### src/rtl/board_generator.sv
`default_nettype none
// +--------------------------------------------------------------------------+
// | board_generator                                                          |
// | Builds a random board of distinct lit tiles, shows it for SHOW_CYCLES,   |
// | then holds it valid until acknowledged. Option: BOARDGEN_RESEED_EN       |
// | adds a seed port that reloads the LFSR on an accepted start.             |
// | Revision: 1.0                                                            |
// +--------------------------------------------------------------------------+
module board_generator #(
  parameter int          BOARD_W     = 16,
  parameter int          SHOW_CYCLES = 100_000_000,
  parameter logic [15:0] LFSR_SEED   = 16'hACE1
) (
  input  logic               clk,
  input  logic               reset,
  input  logic               start,
  input  logic [5:0]         num_tiles,
`ifdef BOARDGEN_RESEED_EN
  input  logic [15:0]        seed,
`endif
  input  logic               board_ack,
  output logic [BOARD_W-1:0] board,
  output logic [BOARD_W-1:0] display,
  output logic               board_valid,
  output logic               busy,
  output logic [5:0]         tiles_placed
);

  localparam int                 c_IDX_W     = $clog2(BOARD_W);
  localparam int                 c_CNT_W     = $clog2(SHOW_CYCLES + 1);
  localparam logic [c_CNT_W-1:0] c_SHOW_LOAD = c_CNT_W'(SHOW_CYCLES);
  localparam logic [5:0]         c_BOARD_W6  = 6'(BOARD_W);

  typedef enum logic [1:0] {
    S_IDLE = 2'd0,
    S_GEN  = 2'd1,
    S_SHOW = 2'd2,
    S_HOLD = 2'd3
  } state_t;

  state_t             r_state;
  logic [15:0]        r_lfsr;
  logic [5:0]         r_tgt;
  logic [c_CNT_W-1:0] r_show_cnt;

  logic               w_feedback;
  logic [15:0]        w_lfsr_shift;
  logic [15:0]        w_lfsr_next;
  logic [c_IDX_W-1:0] w_idx;
  logic [BOARD_W-1:0] w_idx_onehot;
  logic [5:0]         w_num_clamped;
  logic [5:0]         w_placed_inc;

  assign w_feedback   = r_lfsr[15] ^ r_lfsr[13] ^ r_lfsr[12] ^ r_lfsr[10];
  assign w_lfsr_shift = {r_lfsr[14:0], w_feedback};
  assign w_idx        = r_lfsr[c_IDX_W-1:0];
  assign w_idx_onehot = BOARD_W'(1) << w_idx;
  assign w_placed_inc = tiles_placed + 6'd1;

`ifdef BOARDGEN_RESEED_EN
  // A zero seed would lock the LFSR, so it falls back to the reset seed.
  always_comb begin
    w_lfsr_next = w_lfsr_shift;
    if (r_state == S_IDLE && start) begin
      w_lfsr_next = (seed == 16'd0) ? LFSR_SEED : seed;
    end
  end
`else
  assign w_lfsr_next = w_lfsr_shift;
`endif

  always_comb begin
    w_num_clamped = num_tiles;
    if (num_tiles == 6'd0) begin
      w_num_clamped = 6'd1;
    end else if (num_tiles > c_BOARD_W6) begin
      w_num_clamped = c_BOARD_W6;
    end
  end

  always_ff @(posedge clk or posedge reset) begin
    if (reset) begin
      r_state      <= S_IDLE;
      r_lfsr       <= LFSR_SEED;
      r_tgt        <= 6'd0;
      r_show_cnt   <= '0;
      board        <= '0;
      display      <= '0;
      board_valid  <= 1'b0;
      busy         <= 1'b0;
      tiles_placed <= 6'd0;
    end else begin
      r_lfsr <= w_lfsr_next;
      case (r_state)
        S_IDLE: begin
          if (start) begin
            board        <= '0;
            tiles_placed <= 6'd0;
            r_tgt        <= w_num_clamped;
            busy         <= 1'b1;
            r_state      <= S_GEN;
          end
        end
        S_GEN: begin
          // An already-lit candidate is simply retried with the next LFSR value.
          if (!board[w_idx]) begin
            board        <= board | w_idx_onehot;
            tiles_placed <= w_placed_inc;
            if (w_placed_inc == r_tgt) begin
              display    <= board | w_idx_onehot;
              r_show_cnt <= c_SHOW_LOAD;
              r_state    <= S_SHOW;
            end
          end
        end
        S_SHOW: begin
          if (r_show_cnt == c_CNT_W'(1)) begin
            display     <= '0;
            board_valid <= 1'b1;
            busy        <= 1'b0;
            r_state     <= S_HOLD;
          end else begin
            r_show_cnt <= r_show_cnt - c_CNT_W'(1);
          end
        end
        S_HOLD: begin
          if (board_ack) begin
            board_valid <= 1'b0;
            r_state     <= S_IDLE;
          end
        end
        default: r_state <= S_IDLE;
      endcase
    end
  end

endmodule
`default_nettype wire

### config.mk
export PLATFORM = sky130hd
export DESIGN_NAME = board_generator
export DESIGN_NICKNAME = d
export VERILOG_FILES = /design/src/rtl/board_generator.sv
export SDC_FILE = /design/constraint.sdc
export NUM_CORES = 1
export LEC_CHECK = 0
export CAP_MARGIN = 10
export CORE_MARGIN = 4
export CORE_UTILIZATION = 45
export CTS_BUF_LIST = sky130_fd_sc_hd__clkbuf_16
export CTS_CLUSTER_SIZE = 8
export DETAILED_ROUTE_END_ITERATION = 8
export PLACE_DENSITY = 0.65
export SYNTH_ARGS = -nofsm -noshare
export SYNTH_HDL_FRONTEND = slang
export SYNTH_SLANG_ARGS = --single-unit
export TNS_END_PERCENT = 1
### constraint.sdc
create_clock -name clk -period 4.2 [get_ports clk]
set_input_delay 0.84 -clock clk [delete_from_list [all_inputs] [get_ports clk]]
set_output_delay 0.84 -clock clk [all_outputs]
set_load 0.005 [all_outputs]
==> impl_metrics.json, run 1 <==
{
  "drc": 0,
  "mappedNetlistNets": 538,
  "clkTransAtPathRegs_ps": 70,
  "cts_setup_buffers": 0,
  "path_max_fanout": 31,
  "initial_core_util_pct": 45.9,
  "hp-class": "reg -> reg",
  "cpMaxStageDelayCell": "dfstp_2",
  "coreArea_um2": 10800,
  "setup_viol": 0,
  "vias_per_cell": 6.27,
  "ff2ff_path_depth": 6,
  "rsz0062_at_grt": "no",
  "synth_warnings": 0,
  "slowest_delay_ps": 640,
  "fmax_mhz": 322,
  "io_pins": 50,
  "synth_area_per_cell_um2": 9.56,
  "first_global_vias": 4379,
  "gp_congestion": 0.855,
  "cts_buffers": 9,
  "crit_cells": 6,
  "power_density_nw_per_um2": 304,
  "design_area_um2": 5870,
  "met1_usage_pct": 28.6,
  "cts_root_buffer": "clkbuf_16",
  "postSynthCellCount": 521,
  "place_hpwl_mm": 8.95,
  "crit_buf_inv": 0,
  "max_cap_viol_count": 0,
  "fp.dieW_um": 113,
  "fin_tns_setup_ps": 0,
  "netlist_area_um2": 4980,
  "cts_tree": "yes",
  "synth_cell_types": 72,
  "clock_latency_ps": 360,
  "use_met3_pct": 4.92,
  "antenna_found_initial": 0,
  "die_h_um": 113,
  "skew_ps": 12.2,
  "period_needed_ps": 3100,
  "drive_above_1_share_pct": 9.01,
  "fin_crit_sh_pct": 73.9,
  "wirelength_mm": 13.4,
  "worstHoldStart": "r_lfsr[9]",
  "grtUsageTotal_pct": 21.8,
  "grt-ovfl-total": 0,
  "antenna_left": 0,
  "crit_family": "simple AND/OR/NAND/NOR gates",
  "grt_pass1_wl_mm": 22.3,
  "relSlewSlack_pct": 44.3,
  "design.die.area_um2": 12800,
  "dr.pass1.iters": 7,
  "critPathArrivalTime_ps": 3340,
  "crit_path_end_kind": "flop",
  "worstMarginPinSlew_ps": 834,
  "holdBufCountCts": 0,
  "grt_max_degree": 48,
  "port_buffers": 49,
  "fin_util_pct": 54.2,
  "antenna_cells": 0,
  "reg2reg_from": "r_lfsr[0]",
  "areaGrowthSynthToFinish_pct": 17.9,
  "worstPathCellList": "mux4_2 > a22oi_2 > nand2_1 > or3_4 > and2_1 > a221o_1",
  "synth.most_common_cell": "dfrtp_1",
  "fillCellCount": 995,
  "status": "finished, final reports clean",
  "rrSetupSlack_ps": 1100,
  "synth_common_cells": "dfrtp_1, nand2_1, a21oi_1",
  "cp-start-kind": "flop",
  "async_reset_ff_share_pct": 100,
  "gr-max-usage-layer": "met2",
  "h-tree-depth": 3,
  "rows": 38,
  "place_area_um2": 5550,
  "ys_seq_elements": 91,
  "min_path_cells": 0,
  "synth_top_area_share_pct": 41.7,
  "finalHoldViolCount": 0,
  "nNetsFinal": 567,
  "timing.rr.end": "r_show_cnt[9]",
  "use_met2_pct": 34.4,
  "synthTopCellsByArea": "dfrtp_1, a22o_1, dfstp_2, a21oi_1, nand2_1",
  "cts-resized-gates": 0,
  "synth_edf_count": 0,
  "vias": 4355,
  "drt_iter0_drc": 316,
  "min_to": "r_lfsr[10]",
  "synth_top_area_cell": "dfrtp_1",
  "ys_seq_area_share_pct": 45.9,
  "yosys_most_used_dff": "dfrtp_1",
  "ir_drop_v": 0.000382,
  "cts_max_path_buffers": 2,
  "finalMaxSlewViolations": 0,
  "clkSinkCount": 91,
  "critPathKind": "reg -> reg",
  "avgRoutedWirePerCell_um": 19.2,
  "p_leak_nw": 2.52,
  "cp.required_ps": 4430
}
-- kinds of logic after synthesis --
kind of cell             after synthesis  share of synthesized area (%)
adder cells (fa/ha/maj)                7                           1.76
flip-flops                            91                           45.9
XOR/XNOR                               9                           1.58
buffers and inverters                 53                           4.30
AO/OA/AOI/OAI                        163                           23.6
multiplexers                           6                           2.26
AND/OR/NAND/NOR                      192                           20.6
-- where the power goes --
part	leakage, nW	internal [W]	switching [W]	total (W)
Combinational	1.14	0.00000975	0.0000200	0.0000297
Sequential	1.22	0.000877	0	0.000877
Clock	0.157	0.000521	0.000356	0.000877
Total	2.52	0.00141	0.000376	0.00178
-- stage by stage --
stage | setup WS (ps) | power (W) | hold slack, ps | std cells
after global placement | 1190 | 0.000923 | 337 | 679
after CTS | 1110 | 0.00180 | 353 | 695
final | 1100 | 0.00178 | 349 | 695
after floorplan | 1010 | 0.000906 | 331 | 521
after detailed placement | 1120 | 0.000924 | 343 | 679
after global routing | 934 | 0.00184 | 361 | 695
-- sequential cells by signal, indices dropped and copies added (netlist names) --
register / cells
r_show_cnt: 27
board: 16
r_lfsr: 16
busy: 1
tiles_placed: 6
board_valid: 1
r_tgt: 6
display: 16
r_state: 2
-- worst max-delay path by stage --
stage                         startpoint             to  slack, ps
final                          r_lfsr[0]  r_show_cnt[9]       1100
after global routing      r_show_cnt[17]  r_show_cnt[7]        930
after CTS                      r_lfsr[0]  r_show_cnt[9]       1110
after detailed placement       r_lfsr[0]  r_show_cnt[9]       1120
after global placement         r_lfsr[0]  r_show_cnt[9]       1190
after floorplan                    reset       board[0]       1010
-- cell type report --
cell class	instances	area [µm²]	area share [%]
Multi-Input combinational cell	377	2480	42.3
Sequential cell	91	2290	39.0
Timing Repair Buffer	54	541	9.21
Clock buffer	9	225	3.84
Tap cell	140	175	2.98
Clock inverter	7	93.8	1.60
Inverter	17	65.1	1.11
-- cells in the final DEF (no fill, tap or decap), drive strengths merged, types with 7 or more instances in the layout --
cell type,synthesis,final
inv,16,17
a22o,25,25
ha,7,7
nor2,21,21
nand3,31,31
nor3,21,21
and2,7,7
nor4,11,11
a21oi,36,36
or3,14,14
nor2b,8,8
o2bb2ai,10,10
clkdlybuf4s50,0,49
a31oi,9,9
dfstp,8,8
o21ai,23,23
dfrtp,83,83
clkbuf,27,9
o311ai,7,7
nand2,47,47
-- layer usage --
metal / vias to the layer above / wire length [µm]
li1: 2034 / -
met1: 2153 / 5890
met2: 146 / 6500
met3: 22 / 707
met4: 0 / 263
met5: - / 0
No activity file was read; power rests on OpenSTA's default activity.
==> run 2: changes to the inputs <==
Settings changed: PLACE_DENSITY 0.65 to 0.68.
Clock period 4.2 ns to 2.5 ns, I/O delays scaled along.
==> impl_metrics.json, run 2 (synthesized netlist as in run 1, its figures left out) <==
{
  "slowest_delay_ps": 630,
  "period_needed_ps": 2600,
  "fp.dieW_um": 113,
  "cpMaxStageDelayCell": "dfstp_2",
  "die_h_um": 113,
  "netSwitchingPower_w": 0.000643,
  "crit_path_end_kind": "flop",
  "critPathArrivalTime_ps": 2890,
  "areaGrowthSynthToFinish_pct": 29.0,
  "drc": 0,
  "status": "finished, violations left",
  "cts_buffers": 9,
  "largest-register": "r_show_cnt",
  "antenna_cells": 0,
  "cts_max_path_buffers": 2,
  "clock_latency_ps": 350,
  "finalMaxSlewViolations": 0,
  "clkSinkCount": 91,
  "design.die.area_um2": 12800,
  "design_area_um2": 6430,
  "initial_core_util_pct": 45.9,
  "gp_congestion": 0.980,
  "total_power_w": 0.00282,
  "intPower_w": 0.00217,
  "setup_viol": 22,
  "multi_input_area_um2": 2550,
  "fin_util_pct": 59.3,
  "cp.required_ps": 2780,
  "h-tree-depth": 3,
  "mostFrequentLayoutCell": "dfrtp_1",
  "p_sw_share_pct": 22.8,
  "max_cap_viol_count": 0,
  "finalHoldViolCount": 0,
  "largest_register_ffs": 27,
  "coreArea_um2": 10800,
  "antenna_found_initial": 0,
  "regArea_um2": 2290,
  "dr.pass1.iters": 5,
  "cts_root_buffer": "clkbuf_16",
  "combPwrFrac_pct": 1.9,
  "avgRoutedWirePerCell_um": 18.4,
  "setup_slack_ps": -104,
  "fin_crit_sh_pct": 104,
  "cp-start-kind": "flop",
  "fmax_mhz": 384,
  "worstPathCellList": "mux4_2 > a22oi_2 > nand2_2 > or3_4 > buf_12 > or3_1 > nand3_1",
  "drt_iter0_drc": 290,
  "final_cells": 756,
  "holdBufCountCts": 0,
  "p_leak_nw": 2.83,
  "seqPwrFrac_pct": 52.3,
  "rsz0062_at_grt": "yes",
  "path_max_fanout": 22,
  "violations": "negative setup slack",
  "vias": 4671,
  "first_global_vias": 4669,
  "wirelength_mm": 13.9,
  "grtUsageTotal_pct": 22.4,
  "grt-ovfl-total": 0,
  "skew_ps": 9.13,
  "vias_per_cell": 6.18,
  "io_pins": 50,
  "fin_tns_setup_ps": -1330,
  "relSlewSlack_pct": 49.1,
  "p_clk_share_pct": 45.8,
  "fillCellCount": 944,
  "port_buffers": 49,
  "antenna_left": 0,
  "nNetsFinal": 628,
  "hp-class": "reg -> reg",
  "power_density_nw_per_um2": 438,
  "grt_max_degree": 35,
  "clkTransAtPathRegs_ps": 70,
  "drive_above_1_share_pct": 20.6,
  "worstMarginPinSlew_ps": 755,
  "grt_pass1_wl_mm": 23.3,
  "place_area_um2": 6030,
  "place_inst": 738,
  "place_hpwl_mm": 9.86,
  "cts_tree": "yes",
  "critPathKind": "reg -> reg",
  "ir_drop_v": 0.000434,
  "rows": 38,
  "mostFrequentLayoutCells": "dfrtp_1, buf_4, clkdlybuf4s50_1, nand2_1, a21oi_1"
}
-- run 2: cell types whose count changed in the layout (fill, tap and decap cells not counted), moves of 2 or more --
cell and delta:
a21boi_0 -2, a21oi_1 -3, a21oi_2 +3, and3_1 -2, buf_12 +4, buf_4 +52
buf_6 +5, bufinv_16 -2, o21ai_0 -2, o21ai_1 +2
-- run 2: per-stage QoR --
stage | hold WS [ps] | setup WS [ps]
finish | 352 | -104
global route | 363 | -234
CTS | 357 | -115
detailed placement | 340 | -148
global placement | 334 | -108
floorplan | 331 | -34.6
-- run 2: area by class of cell --
cell class / instances / area share [%]
Multi-Input combinational cell: 377 / 39.7
Timing Repair Buffer: 115 / 16.6
Inverter: 17 / 1.05
Clock buffer: 9 / 3.50
Tap cell: 140 / 2.73
Sequential cell: 91 / 35.6
Clock inverter: 7 / 0.798
-- run 2: worst max-delay path, delay by kind of cell (launching register included) --
family / cells / cell delay (ps)
and+or+nand+nor: 4 / 950
DFF: 1 / 630
muxes: 1 / 530
AOI/OAI and AO/OA: 1 / 250
buffers and inverters: 1 / 170
-- run 2: repair_timing --
action                                  in CTS  in global routing
buffers inserted                             2                  0
gates cloned                                 0                  0
pin swaps                                    6                 13
gates resized for setup                     15                 16
endpoints found under the setup margin      42                 60
-- run 2: path summary, 6_finish.rpt --
kind	startpoint	endpoint	slack [ps]	depth (start not counted)
min in group asynchronous	reset	board[14]	550	2
max in group asynchronous	reset	r_lfsr[0]	1360	3
worst max register to register	r_lfsr[0]	display[14]	-100	7
worst min register to register	r_lfsr[9]	r_lfsr[10]	350	0
worst min-delay path	r_lfsr[9]	r_lfsr[10]	350	0
worst max-delay path	r_lfsr[0]	display[14]	-100	7
-- run 2: power by group through the flow --
| stage | registers [W] | clock network (W) | logic [W] |
|---|---|---|---|
| after floorplan | 0.00150 | 0 | 0.0000225 |
| after global placement | 0.00150 | 0 | 0.0000567 |
| after detailed placement | 0.00150 | 0 | 0.0000575 |
| after CTS | 0.00147 | 0.00132 | 0.0000575 |
| after global routing | 0.00147 | 0.00139 | 0.0000625 |
| final | 0.00147 | 0.00129 | 0.0000546 |
-- run 2: metal layers --
metal	GRT usage, %	wire length [µm]	vias up
li1	-	-	2150
met1	29.3	6060	2312
met2	36.9	6750	187
met3	5.67	828	22
met4	6.41	282	0
met5	0	0	-
==> run 3: changes to the inputs <==
Settings changed: GPL_TIMING_DRIVEN set to 1.
==> results of run 3 <==
No change in the layout: final DEF, timing and power equal those of run 2.
